File: src/rtl/attr_sweep_pkg.sv
// Shared encodings for the attractor sweep: result kinds and sequencer states.
package attr_pkg;

    localparam logic [1:0] KIND_NONE    = 2'd0;
    localparam logic [1:0] KIND_FIX     = 2'd1;
    localparam logic [1:0] KIND_CYCLE   = 2'd2;
    localparam logic [1:0] KIND_TIMEOUT = 2'd3;

    typedef enum logic [2:0] {
        ST_IDLE,
        ST_RESTART,
        ST_RUN,
        ST_RECORD,
        ST_DONE
    } state_t;

endpackage

File: src/rtl/attr_tally.sv
// Three N+1-bit result tallies (fix, cycle, timeout) with synchronous clear
// and one-hot increment; the timeout tally can be tied off to zero.
module attr_tally
    import attr_pkg::*;
#(
    parameter int N           = 8,
    parameter bit HAS_TIMEOUT = 1'b1
) (
    input  logic         clk,
    input  logic         n_reset,
    input  logic         clr,
    input  logic [2:0]   inc,
    output logic [N:0]   fix_cnt,
    output logic [N:0]   cycle_cnt,
    output logic [N:0]   timeout_cnt
);

    logic [N:0] cnt [3];

    generate
        for (genvar gi = 0; gi < 3; gi++) begin : g_cnt
            if (gi == 2 && !HAS_TIMEOUT) begin : g_tied
                logic unused_inc;
                assign unused_inc = inc[gi];
                assign cnt[gi]    = '0;
            end else begin : g_live
                logic [N:0] cnt_reg;
                always_ff @(posedge clk or negedge n_reset) begin
                    if (!n_reset) begin
                        cnt_reg <= '0;
                    end else if (clr) begin
                        cnt_reg <= '0;
                    end else if (inc[gi]) begin
                        cnt_reg <= cnt_reg + 1'b1;
                    end
                end
                assign cnt[gi] = cnt_reg;
            end
        end
    endgenerate

    assign fix_cnt     = cnt[0];
    assign cycle_cnt   = cnt[1];
    assign timeout_cnt = cnt[2];

endmodule

File: src/rtl/attr_sweep.sv
// Sweep sequencer: restarts the gene network from every initial state and
// classifies each trajectory. Define ATTR_SWEEP_TIMEOUT_EN to enable run timeout.
module attr_sweep
    import attr_pkg::*;
#(
    parameter int N         = 8,
    parameter int RST_CYC   = 2,
    parameter int MAX_STEPS = 64
) (
    input  logic         clk,
    input  logic         n_reset,
    input  logic         start,
    output logic [N-1:0] x_init,
    output logic         net_n_reset,
    input  logic         cycle,
    input  logic         fix,
    output logic         busy,
    output logic         done,
    output logic         res_valid,
    output logic [N-1:0] res_x,
    output logic [1:0]   res_kind,
    output logic [7:0]   res_steps,
    output logic [N:0]   fix_cnt,
    output logic [N:0]   cycle_cnt,
    output logic [N:0]   timeout_cnt
);

`ifdef ATTR_SWEEP_TIMEOUT_EN
    localparam bit HAS_TIMEOUT = 1'b1;
`else
    localparam bit HAS_TIMEOUT = 1'b0;
`endif

    localparam int         RCW       = (RST_CYC > 1) ? $clog2(RST_CYC) : 1;
    localparam logic [7:0] LAST_STEP = 8'(MAX_STEPS - 1);

    state_t         state_reg;
    logic [N-1:0]   x_init_reg;
    logic           net_n_reset_reg;
    logic [RCW-1:0] rst_cnt_reg;
    logic [7:0]     steps_reg;
    logic           busy_reg;
    logic           done_reg;
    logic           res_valid_reg;
    logic [N-1:0]   res_x_reg;
    logic [1:0]     res_kind_reg;
    logic [7:0]     res_steps_reg;

    logic [1:0]     run_kind;
    logic           tally_clr;
    logic [2:0]     tally_inc;

    // fix outranks cycle; timeout only when neither checker has fired
    always_comb begin
        run_kind = KIND_NONE;
        if (fix) begin
            run_kind = KIND_FIX;
        end else if (cycle) begin
            run_kind = KIND_CYCLE;
        end else if (HAS_TIMEOUT && (steps_reg == LAST_STEP)) begin
            run_kind = KIND_TIMEOUT;
        end
    end

    assign tally_clr = start && ((state_reg == ST_IDLE) || (state_reg == ST_DONE));
    assign tally_inc = (state_reg == ST_RECORD) ?
                       {res_kind_reg == KIND_TIMEOUT,
                        res_kind_reg == KIND_CYCLE,
                        res_kind_reg == KIND_FIX} : 3'b000;

    always_ff @(posedge clk or negedge n_reset) begin
        if (!n_reset) begin
            state_reg       <= ST_IDLE;
            x_init_reg      <= '0;
            net_n_reset_reg <= 1'b0;
            rst_cnt_reg     <= '0;
            steps_reg       <= '0;
            busy_reg        <= 1'b0;
            done_reg        <= 1'b0;
            res_valid_reg   <= 1'b0;
            res_x_reg       <= '0;
            res_kind_reg    <= KIND_NONE;
            res_steps_reg   <= '0;
        end else begin
            res_valid_reg <= 1'b0;
            case (state_reg)
                ST_IDLE, ST_DONE: begin
                    if (start) begin
                        state_reg       <= ST_RESTART;
                        x_init_reg      <= '0;
                        rst_cnt_reg     <= '0;
                        net_n_reset_reg <= 1'b0;
                        busy_reg        <= 1'b1;
                        done_reg        <= 1'b0;
                    end
                end
                ST_RESTART: begin
                    if (rst_cnt_reg == RCW'(RST_CYC - 1)) begin
                        state_reg       <= ST_RUN;
                        net_n_reset_reg <= 1'b1;
                        steps_reg       <= '0;
                    end else begin
                        rst_cnt_reg <= rst_cnt_reg + 1'b1;
                    end
                end
                ST_RUN: begin
                    if (run_kind != KIND_NONE) begin
                        state_reg       <= ST_RECORD;
                        net_n_reset_reg <= 1'b0;
                        res_valid_reg   <= 1'b1;
                        res_x_reg       <= x_init_reg;
                        res_kind_reg    <= run_kind;
                        res_steps_reg   <= steps_reg;
                    end else if (steps_reg != 8'hFF) begin
                        // saturate so an endless run never aliases a short one
                        steps_reg <= steps_reg + 8'd1;
                    end
                end
                ST_RECORD: begin
                    if (x_init_reg == '1) begin
                        state_reg <= ST_DONE;
                        busy_reg  <= 1'b0;
                        done_reg  <= 1'b1;
                    end else begin
                        state_reg   <= ST_RESTART;
                        x_init_reg  <= x_init_reg + 1'b1;
                        rst_cnt_reg <= '0;
                    end
                end
                default: begin
                    state_reg <= ST_IDLE;
                end
            endcase
        end
    end

    attr_tally #(
        .N           (N),
        .HAS_TIMEOUT (HAS_TIMEOUT)
    ) u_tally (
        .clk         (clk),
        .n_reset     (n_reset),
        .clr         (tally_clr),
        .inc         (tally_inc),
        .fix_cnt     (fix_cnt),
        .cycle_cnt   (cycle_cnt),
        .timeout_cnt (timeout_cnt)
    );

    assign x_init      = x_init_reg;
    assign net_n_reset = net_n_reset_reg;
    assign busy        = busy_reg;
    assign done        = done_reg;
    assign res_valid   = res_valid_reg;
    assign res_x       = res_x_reg;
    assign res_kind    = res_kind_reg;
    assign res_steps   = res_steps_reg;

endmodule

File: config.mk
export PLATFORM = sky130hd
export DESIGN_NAME = attr_sweep
export DESIGN_NICKNAME = d
export VERILOG_FILES = /design/src/rtl/attr_sweep_pkg.sv /design/src/rtl/attr_tally.sv /design/src/rtl/attr_sweep.sv
export SDC_FILE = /design/constraint.sdc
export NUM_CORES = 1
export LEC_CHECK = 0
export ABC_AREA = 1
export BUFFER_PORTS_ARGS = -buffer_cell sky130_fd_sc_hd__buf_4
export CELL_PAD_IN_SITES_DETAIL_PLACEMENT = 0
export CELL_PAD_IN_SITES_GLOBAL_PLACEMENT = 2
export CORE_MARGIN = 8
export CORE_UTILIZATION = 33
export DETAILED_ROUTE_END_ITERATION = 8
export PLACE_DENSITY = 0.85
export SLEW_MARGIN = 20
export SYNTH_ARGS = -nofsm -noshare
export SYNTH_HDL_FRONTEND = slang
export SYNTH_SLANG_ARGS = --single-unit
File: constraint.sdc
create_clock -name clk -period 2 [get_ports clk]
set_input_delay 0.2 -clock clk [delete_from_list [all_inputs] [get_ports clk]]
set_output_delay 0.2 -clock clk [all_outputs]
set_load 0.02 [all_outputs]
; After elaboration in Yosys (flattened, before gate mapping)
; Cells that the tools add are included.
[word_totals]
elab_cells = 84
register_bits = 60
output_inout_bits = 57
inputBits = 5
[classes]
n_reduce_logical = 18
addsub = 5
mux = 33
eq_ne = 15
[op_table]
columns = operator, count
row1 = $mux W8, 5
row2 = $mux W9, 4
row3 = $pmux W8 S2, 2
row4 = $add A9 B1 Y9 const B, 2
row5 = $add A8 B1 Y8 const B, 2
row6 = $mux W3, 4
row7 = $ne A2 B2 Y1 const B, 6
row8 = $pmux W3 S4, 1
row9 = $reduce_and A3 Y1, 4
row10 = $mux W1, 10
row11 = $reduce_bool A2 Y1, 5
row12 = $eq A8 B8 Y1 const B, 1
row13 = $ne A8 B8 Y1 const B, 1
row14 = $reduce_and A4 Y1, 2
row15 = $eq A3 B2 Y1 const B, 2
row16 = $mux W2, 3
row17 = $pmux W1 S3, 2
row18 = $reduce_bool A3 Y1, 2
row19 = $pmux W1 S2, 2
row20 = $eq A3 B1 Y1 const B, 1
row21 = $eq A3 B3 Y1 const B, 1
row22 = $logic_not A3 Y1, 1
row23 = $eq A2 B1 Y1 const B, 1
row24 = $eq A2 B2 Y1 const B, 1
row25 = other kinds (6), 6

; Longest topological paths before layout
; Gate-level depths: netlist of the first run.
[depth]
depth_word = 5
ltp_mapped = 9
depth_no_buf = 9

; Hierarchy
; A second synthesis of the first run with hierarchy kept.
[unflattened]
hier_cells = 395
area_unflattened_um2 = 3025.4
[modules_own_cells]
columns = mod, cells_each, area_per_inst_um2, instances, seq_area_each_um2
row1 = attr_sweep, 270, 2042.0, 1, 1051.0
row2 = attr_tally, 125, 983.4, 1, 450.4

; Least setup slack after synthesis of the first run
; No wires, ideal clock.
[synth_path]
path_type = register to register
startpoint = register x_init_reg[1], in the netlist x_init[1]
endpoint = register state_reg[0]
period_less_slack_ps = 1481
n_path_buf = 0
setup_ps = 123
slack_ps = 519
arrival_ps = 1358
path_stages_with_launch = 9
cell_sequence = dfrtp_1 ha_1 nand2_1 nor2_1 nand2_1 nand2_2 inv_1 o21ai_0 nand2_1
[synth_via]
elab_chain_len = 3
[synth_lines]
columns = element, line_no
row1 = start: declaration, attr_sweep.sv:38  ; logic [N-1:0] x_init_reg;
row2 = start signal: assignment, attr_sweep.sv:126  ; x_init_reg <= x_init_reg + 1'b1;
row3 = $eq A8 B8 Y1, attr_sweep.sv:120  ; if (x_init_reg == '1) begin
row4 = $mux W3, attr_sweep.sv:120
row5 = $pmux W3 S4, attr_sweep.sv:86  ; case (state_reg)
row6 = end signal: assignment, attr_sweep.sv:89  ; state_reg <= ST_RESTART;
row7 = end signal: assignment, attr_sweep.sv:121  ; state_reg <= ST_DONE;
row8 = end signal: assignment, attr_sweep.sv:125  ; state_reg <= ST_RESTART;
row9 = end: declaration, attr_sweep.sv:37  ; state_t state_reg;
; No other way between the ends.
; A chain may end at the register's enable or synchronous reset.

; Final worst setup path of the first run
; Ends and elaborated chain as after synthesis.

==> impl_metrics.yaml, run 1 <==
status:
  outcome: "complete, no violations"
timing:
  period_minus_slack_ns: 1.59
  setup_tns_ns: 0
  fmax_mhz: 630
  post-route-period-util_pct: 79.4
  setup_violations: 0
  relSlewSlack_pct: 47.3
  hold_viol: 0
  fin_hold_ws_ns: 0.131
  rsz0062_at_grt: "no"
  finalMaxSlewViolations: 0
  skew_ns: 0.0112
  tightestPinTransition_ns: 0.791
placed_design:
  dpl_cell_area_um2: 3690
  hpwlAfterDp_um: 5920
  port_buffers: 52
  place.gp.congestion: 0.794
layout:
  nets: 496
  drive_above_1_share_pct: 18.4
  finalInstanceArea_um2: 3850
  area_growth_pct: 21.1
  n_antenna_cell: 0
  post-route-util_pct: 40.3
cts:
  cts-root-buf: "clkbuf_8"
  cts_setup_buffers: 0
  path_clk_slew_ns: 0.07
  cts_tree: "built"
  htreeDepth: 3
  hold_buffers: 1
  cts_resized: 0
  insertion_delay_ns: 0.34
  cts_buffer_depth: 2
  cts.sinks: 60
  numCtsBuffers: 9
yosys:
  synth_warnings: 0
  synth_seq_cells: 60
  netlist-cell-type-count: 28
  syn_avg_cell_area_um2: 7.46
  netlist_instances: 426
  synthesis.area_um2: 3180
  seq_area_frac_synth_pct: 47.3
die:
  die_w_um: 114
  die_y_um: 114
  io_pins: 62
  die_area_um2: 13000
  coreArea_um2: 9550
  initial_core_util_pct: 33.3
  num_rows: 36
min_path:
  min_from: "cycle"
  hold_path.class: "input pin to flop"
  hold_depth: 3
job:
  drv_cap: 0
grt:
  grt_max_degree: 61
  grt_pass1_wl_um: 13800
  first_global_vias: 2815
  grt_usage_pct: 13.3
  grt_antenna_before_repair: 0
  overflow: 0
setup_path:
  crit_arrival_ns: 1.80
  crit-reg2reg-launch: "x_init[1]"
  worstSetupPathType: "flop to flop"
  crit_path_end_kind: "flop"
  cp.required_ns: 2.22
  startpoint: "x_init[1]"
  cpMostUsedCell: "nand2_1"
  worstRegToRegCells: 8
  cp-start-kind: "flop"
  path_max_fanout: 5
  critPathMaxStageDelay_ns: 0.41
  path_cells: "ha_1 > nand2_1 > nor2_1 > nand2_1 > nand2_2 > inv_1 > o21ai_0 > nand2_1"
  cpMaxStageDelayCell: "dfrtp_1"
pwr:
  p_switching_mw: 1.77
  pwr-share-seq_pct: 39.2
  power_density_nw_per_um2: 1090
  switching_share_pct: 42.3
  p_clk_share_pct: 21.8
  ir_drop_v: 0.000547
  pwr-share-comb_pct: 38.9
  internal_power_mw: 2.41
  static-leakage-power_nw: 2.06
  total_power_mw: 4.18
route:
  postRouteAntennaNets: 0
  wl_per_cell_um: 13.1
  finalWirelength_um: 8140
  avgViaCountPerCell: 4.49
  drtIter0Drc: 100
  vias: 2786
  route.detailed.drc: 0
  dr.pass1.iters: 4
-- logic make-up (layout without fill, tap and decap cells) --
| kind of cell | Yosys count | after routing | share of synthesized area [%] |
|---|---|---|---|
| flip-flops | 60 | 60 | 47.3 |
| XOR/XNOR | 3 | 3 | 0.827 |
| AO/OA/AOI/OAI | 41 | 41 | 7.09 |
| AND/OR/NAND/NOR | 246 | 246 | 33.2 |
| other | 1 | 9 | 0.118 |
| buffers and inverters | 71 | 125 | 9.89 |
| adder cells (fa/ha/maj) | 4 | 4 | 1.58 |
-- area by class of cell --
| class | instances | area (µm²) |
|---|---|---|
| Clock buffer | 12 | 145 |
| Fill cell | 1042 | 5700 |
| Inverter | 57 | 219 |
| Multi-Input combinational cell | 303 | 1390 |
| Sequential cell | 60 | 1500 |
| Tap cell | 133 | 166 |
| Timing Repair Buffer | 56 | 423 |
-- final timing paths --
path / end / slack [ns]
hold / removal: res_kind[1] / 0.13
min in group asynchronous: u_tally.cycle_cnt[7] / 0.49
max in group asynchronous: steps_reg[3] / 0.98
setup / recovery: state_reg[0] / 0.41
hold reg to reg: done / 0.47
setup reg to reg: state_reg[0] / 0.41
-- Yosys cell counts --
| cell type | number | area share, % |
|---|---|---|
| or2_2 | 2 | 0.39 |
| a21oi_1 | 4 | 0.63 |
| inv_4 | 2 | 0.39 |
| nor3_2 | 2 | 0.63 |
| buf_2 | 4 | 0.63 |
| inv_1 | 47 | 5.6 |
| nand3_1 | 34 | 5.4 |
| nor2_2 | 1 | 0.20 |
| nand2_1 | 153 | 18 |
| nor3_1 | 1 | 0.16 |
| o21ai_0 | 18 | 2.8 |
| dfrtp_1 | 60 | 47 |
| nor2_4 | 1 | 0.35 |
| buf_4 | 10 | 2.4 |
| o21ai_2 | 2 | 0.55 |
| o31ai_1 | 1 | 0.24 |
| o21bai_1 | 4 | 0.95 |
| o21ai_1 | 12 | 1.9 |
| nand3b_1 | 2 | 0.47 |
| nand4_1 | 13 | 2.6 |
| xor2_1 | 2 | 0.55 |
| nand2_2 | 6 | 1.2 |
| nand3_2 | 1 | 0.32 |
| ha_1 | 4 | 1.6 |
| inv_2 | 8 | 0.95 |
| nor2_1 | 30 | 3.5 |
| xnor2_1 | 1 | 0.28 |
| conb_1 | 1 | 0.12 |
-- cell usage in the layout (no fill, tap or decap), types with 2 or more instances in the layout --
cell and instances:
nand2_1 153, buf_4 55, nand3b_1 2, xor2_1 2, dfrtp_1 60, nor3_2 2
o21bai_1 4, inv_1 47, a21oi_1 4, inv_4 2, nand4_1 13, clkbuf_8 10
nand3_1 34, nand2_2 6, or2_2 2, ha_1 4, o21ai_2 2, clkbuf_1 2
inv_2 8, o21ai_0 18, nor2_1 30, conb_1 9, o21ai_1 12
-- power groups by stage --
stage	Combinational (mW)	Sequential (mW)	Clock, mW
finish	1.63	1.64	0.912
global route	1.83	1.68	0.989
CTS	1.65	1.64	0.939
detailed placement	1.64	1.66	0
global placement	1.64	1.66	0
floorplan	0.882	1.82	0
-- through the flow --
stage	cells	worst slack (ns)
final	621	0.412
after global routing	621	0.193
after CTS	621	0.420
after detailed placement	608	0.440
after global placement	608	0.410
after floorplan	434	0.519
-- worst max-delay path, delay by kind of cell (launching register included) --
| family | cells | cell delay (ns) |
|---|---|---|
| AOI/OAI and AO/OA | 1 | 0.17 |
| DFF | 1 | 0.41 |
| and+or+nand+nor | 5 | 0.61 |
| adders and majority gates | 1 | 0.21 |
| buffers and inverters | 1 | 0.07 |
-- layer usage --
layer	global-route usage (%)	vias to the layer above	wire length, µm
li1	-	1442	-
met2	21.5	44	3900
met4	5.15	0	99
met1	16.5	1293	3770
met5	0	-	0
met3	3.69	7	359
Note: power is estimated with default switching activity, not from simulation.
==> run 2, diff against run 1 <==
--- a/config.mk
+++ b/config.mk
@@ -5,14 +5,14 @@
 export SDC_FILE = /design/constraint.sdc
 export NUM_CORES = 1
 export LEC_CHECK = 0
-export ABC_AREA = 1
+export ABC_AREA = 0
 export BUFFER_PORTS_ARGS = -buffer_cell sky130_fd_sc_hd__buf_4
 export CELL_PAD_IN_SITES_DETAIL_PLACEMENT = 0
 export CELL_PAD_IN_SITES_GLOBAL_PLACEMENT = 2
 export CORE_MARGIN = 8
-export CORE_UTILIZATION = 33
+export CORE_UTILIZATION = 31
 export DETAILED_ROUTE_END_ITERATION = 8
-export PLACE_DENSITY = 0.85
+export PLACE_DENSITY = 0.76
 export SLEW_MARGIN = 20
 export SYNTH_ARGS = -nofsm -noshare
 export SYNTH_HDL_FRONTEND = slang
==> constraint.sdc (replaced) <==
create_clock -name clk -period 1.31 [get_ports clk]
set_input_delay 0.131 -clock clk [delete_from_list [all_inputs] [get_ports clk]]
set_output_delay 0.131 -clock clk [all_outputs]
set_load 0.02 [all_outputs]
==> run 2 against run 1 <==
  * The flow now finishes with violations (negative setup slack)
  * Via count shrank 7.2%
  * Combinational power up 140%
  * Register-to-register slack lost 0.71 ns
  * Critical path depth decreased by 4
  * Design area up 22%
  * Synthesized area decreased by 6.9%
  * Worst hold slack worse by 0.070 ns
==> impl_metrics.yaml, run 2 <==
placed_design:
  hpwlAfterDp_um: 5840
  numPlacedInstances: 516
  port_buffers: 52
  dpl_cell_area_um2: 4080
  place.gp.congestion: 0.783
timing:
  rsz0062_at_grt: "yes"
  period_minus_slack_ns: 1.60
  hold_viol: 0
  setup_violations: 57
  finalMaxSlewViolations: 0
  fmax_mhz: 623
  setup_tns_ns: -10.69
  post-route-period-util_pct: 122
  skew_ns: 0.0105
  worst_slack_ns: -0.294
yosys:
  synth_seq_cells: 60
  seq_area_frac_synth_pct: 50.8
  synthesis.area_um2: 2960
  ys.flop_type: "dfrtp_1"
  synth_warnings: 0
  async_flop_share_pct: 100
  netlist_top_cells_count: "dfrtp_1 (60), nor2_1 (23), o21ai_0 (19)"
  netlist-cell-type-count: 52
  yosysMostFrequentCell: "dfrtp_1"
  synth_enable_flop_cells: 0
  synth_top_cell_area_share_pct: 50.8
  netlist_instances: 278
  synth_area_leaders: "dfrtp_1 (51%), mux2_4 (4.6%), o21ai_0 (3.2%)"
  syn_avg_cell_area_um2: 10.6
  synth_top_cell_by_area: "dfrtp_1"
die:
  io_pins: 62
  initial_core_util_pct: 32.0
  die_y_um: 114
  die_w_um: 114
  die_area_um2: 12900
  num_rows: 35
  coreArea_um2: 9240
layout:
  n_antenna_cell: 0
  stdcell_count: 549
  area_growth_pct: 58.1
  drive_above_1_share_pct: 51.4
  layout_commonest_cell: "buf_4"
  finalInstanceArea_um2: 4670
  nets: 424
  layout_common_cells: "buf_4 (119), dfrtp_1 (50), nor2_1 (20), nand2_1 (18), mux2_4 (16)"
cts:
  cts_tree: "built"
  cts-root-buf: "clkbuf_8"
  numCtsBuffers: 9
  insertion_delay_ns: 0.34
  path_clk_slew_ns: 0.07
  cts_buffer_depth: 2
  htreeDepth: 3
  cts.sinks: 60
min_path:
  hold_path.class: "input pin to flop"
setup_path:
  critical_path.top_delay_family: "simple AND/OR/NAND/NOR gates"
  path_max_fanout: 10
  cp-start-kind: "flop"
  crit_arrival_ns: 1.83
  path_cells: "or3b_4 > nor2_4 > buf_12 > mux2_4"
  crit_path_end_kind: "flop"
  critPathMaxStageDelay_ns: 0.44
  path_buf_inv: 1
  cp.required_ns: 1.54
  cpMaxStageDelayCell: "dfrtp_1"
  worstSetupPathType: "flop to flop"
pwr:
  ir_drop_v: 0.000820
  total_power_mw: 8.44
  power_density_nw_per_um2: 1810
  static-leakage-power_nw: 2.24
status:
  outcome: "finished with violations"
  violations: "negative setup slack"
route:
  wl_met2_um: 4150
  wl_per_cell_um: 14.9
  met1_length_um: 3520
  route.detailed.drc: 0
  dr.pass1.iters: 4
  finalWirelength_um: 8170
  top_layer: "met4"
  routed-wl-met3_um: 373
  avgViaCountPerCell: 4.71
  vias: 2586
  drtIter0Drc: 65
  postRouteAntennaNets: 0
grt:
  grt_antenna_before_repair: 0
  grt_usage_pct: 12.9
  grt_pass1_wl_um: 13400
  overflow: 0
  first_global_vias: 2741
  grt_max_degree: 27
job:
  drv_cap: 0
[run 2: metrics by stage]
stage	hold WS, ns	setup WS, ns	util (%)
2_1_floorplan	-0.165	-0.319	-
3_3_place_gp	0.0716	-0.255	44.1
3_5_place_dp	0.0715	-0.315	44.1
4_1_cts	0.0364	-0.290	48.8
5_1_grt	0.0606	-0.345	50.6
6_report	0.0607	-0.294	50.6
[run 2: where the power goes]
part / internal (mW) / total [mW] / leakage, nW / switching, mW
sequential: 2.21 / 2.55 / 0.795 / 0.337
combinational: 2.02 / 3.93 / 1.33 / 1.90
clock: 1.22 / 1.97 / 0.122 / 0.745
[run 2: final timing paths]
kind	from	to	slack, ns	depth (start not counted)
worst max-delay path	state_reg[1]	res_steps[3]	-0.29	4
worst min-delay path	fix	res_kind[0]	0.06	2
worst max register to register	state_reg[1]	res_steps[3]	-0.29	4
worst min register to register	res_x[6]	res_x[6]	0.52	1
max in group asynchronous	n_reset	state_reg[2]	0.59	3
min in group asynchronous	n_reset	res_x[3]	0.24	2
[run 2: cell families after synthesis]
kind of cell	count (synthesis)	share of synthesized area (%)
AO/OA/AOI/OAI	57	11.8
AND/OR/NAND/NOR	97	17.9
flip-flops	60	50.8
other	1	0.127
adder cells (fa/ha/maj)	4	1.69
XOR/XNOR	11	3.26
multiplexers	21	8.93
buffers and inverters	27	5.54
[run 2: area by class of cell]
cell class	count	area, µm²
fill	853	4570
multi-input combinational	199	1590
sequential	60	1510
timing repair buffer	135	1130
clock buffer	12	165
tap	129	161
clock inverter	4	70.1
inverter	10	40.0
[run 2: what timing repair did]
action / CTS / global route
gates resized for setup: 26 / 24
hold endpoints to repair: 25 / 0
hold buffers: 2 / 0
pin swaps: 16 / 15
setup buffers: 5 / 11
setup endpoints to repair: 56 / 58
[run 2: routing by layer]
layer  vias to the layer above  global-route usage [%]
met2                        51                    22.5
met1                      1277                    14.6
met3                         8                    3.70
met5                         -                       0
li1                       1250                       -
met4                         0                    4.97
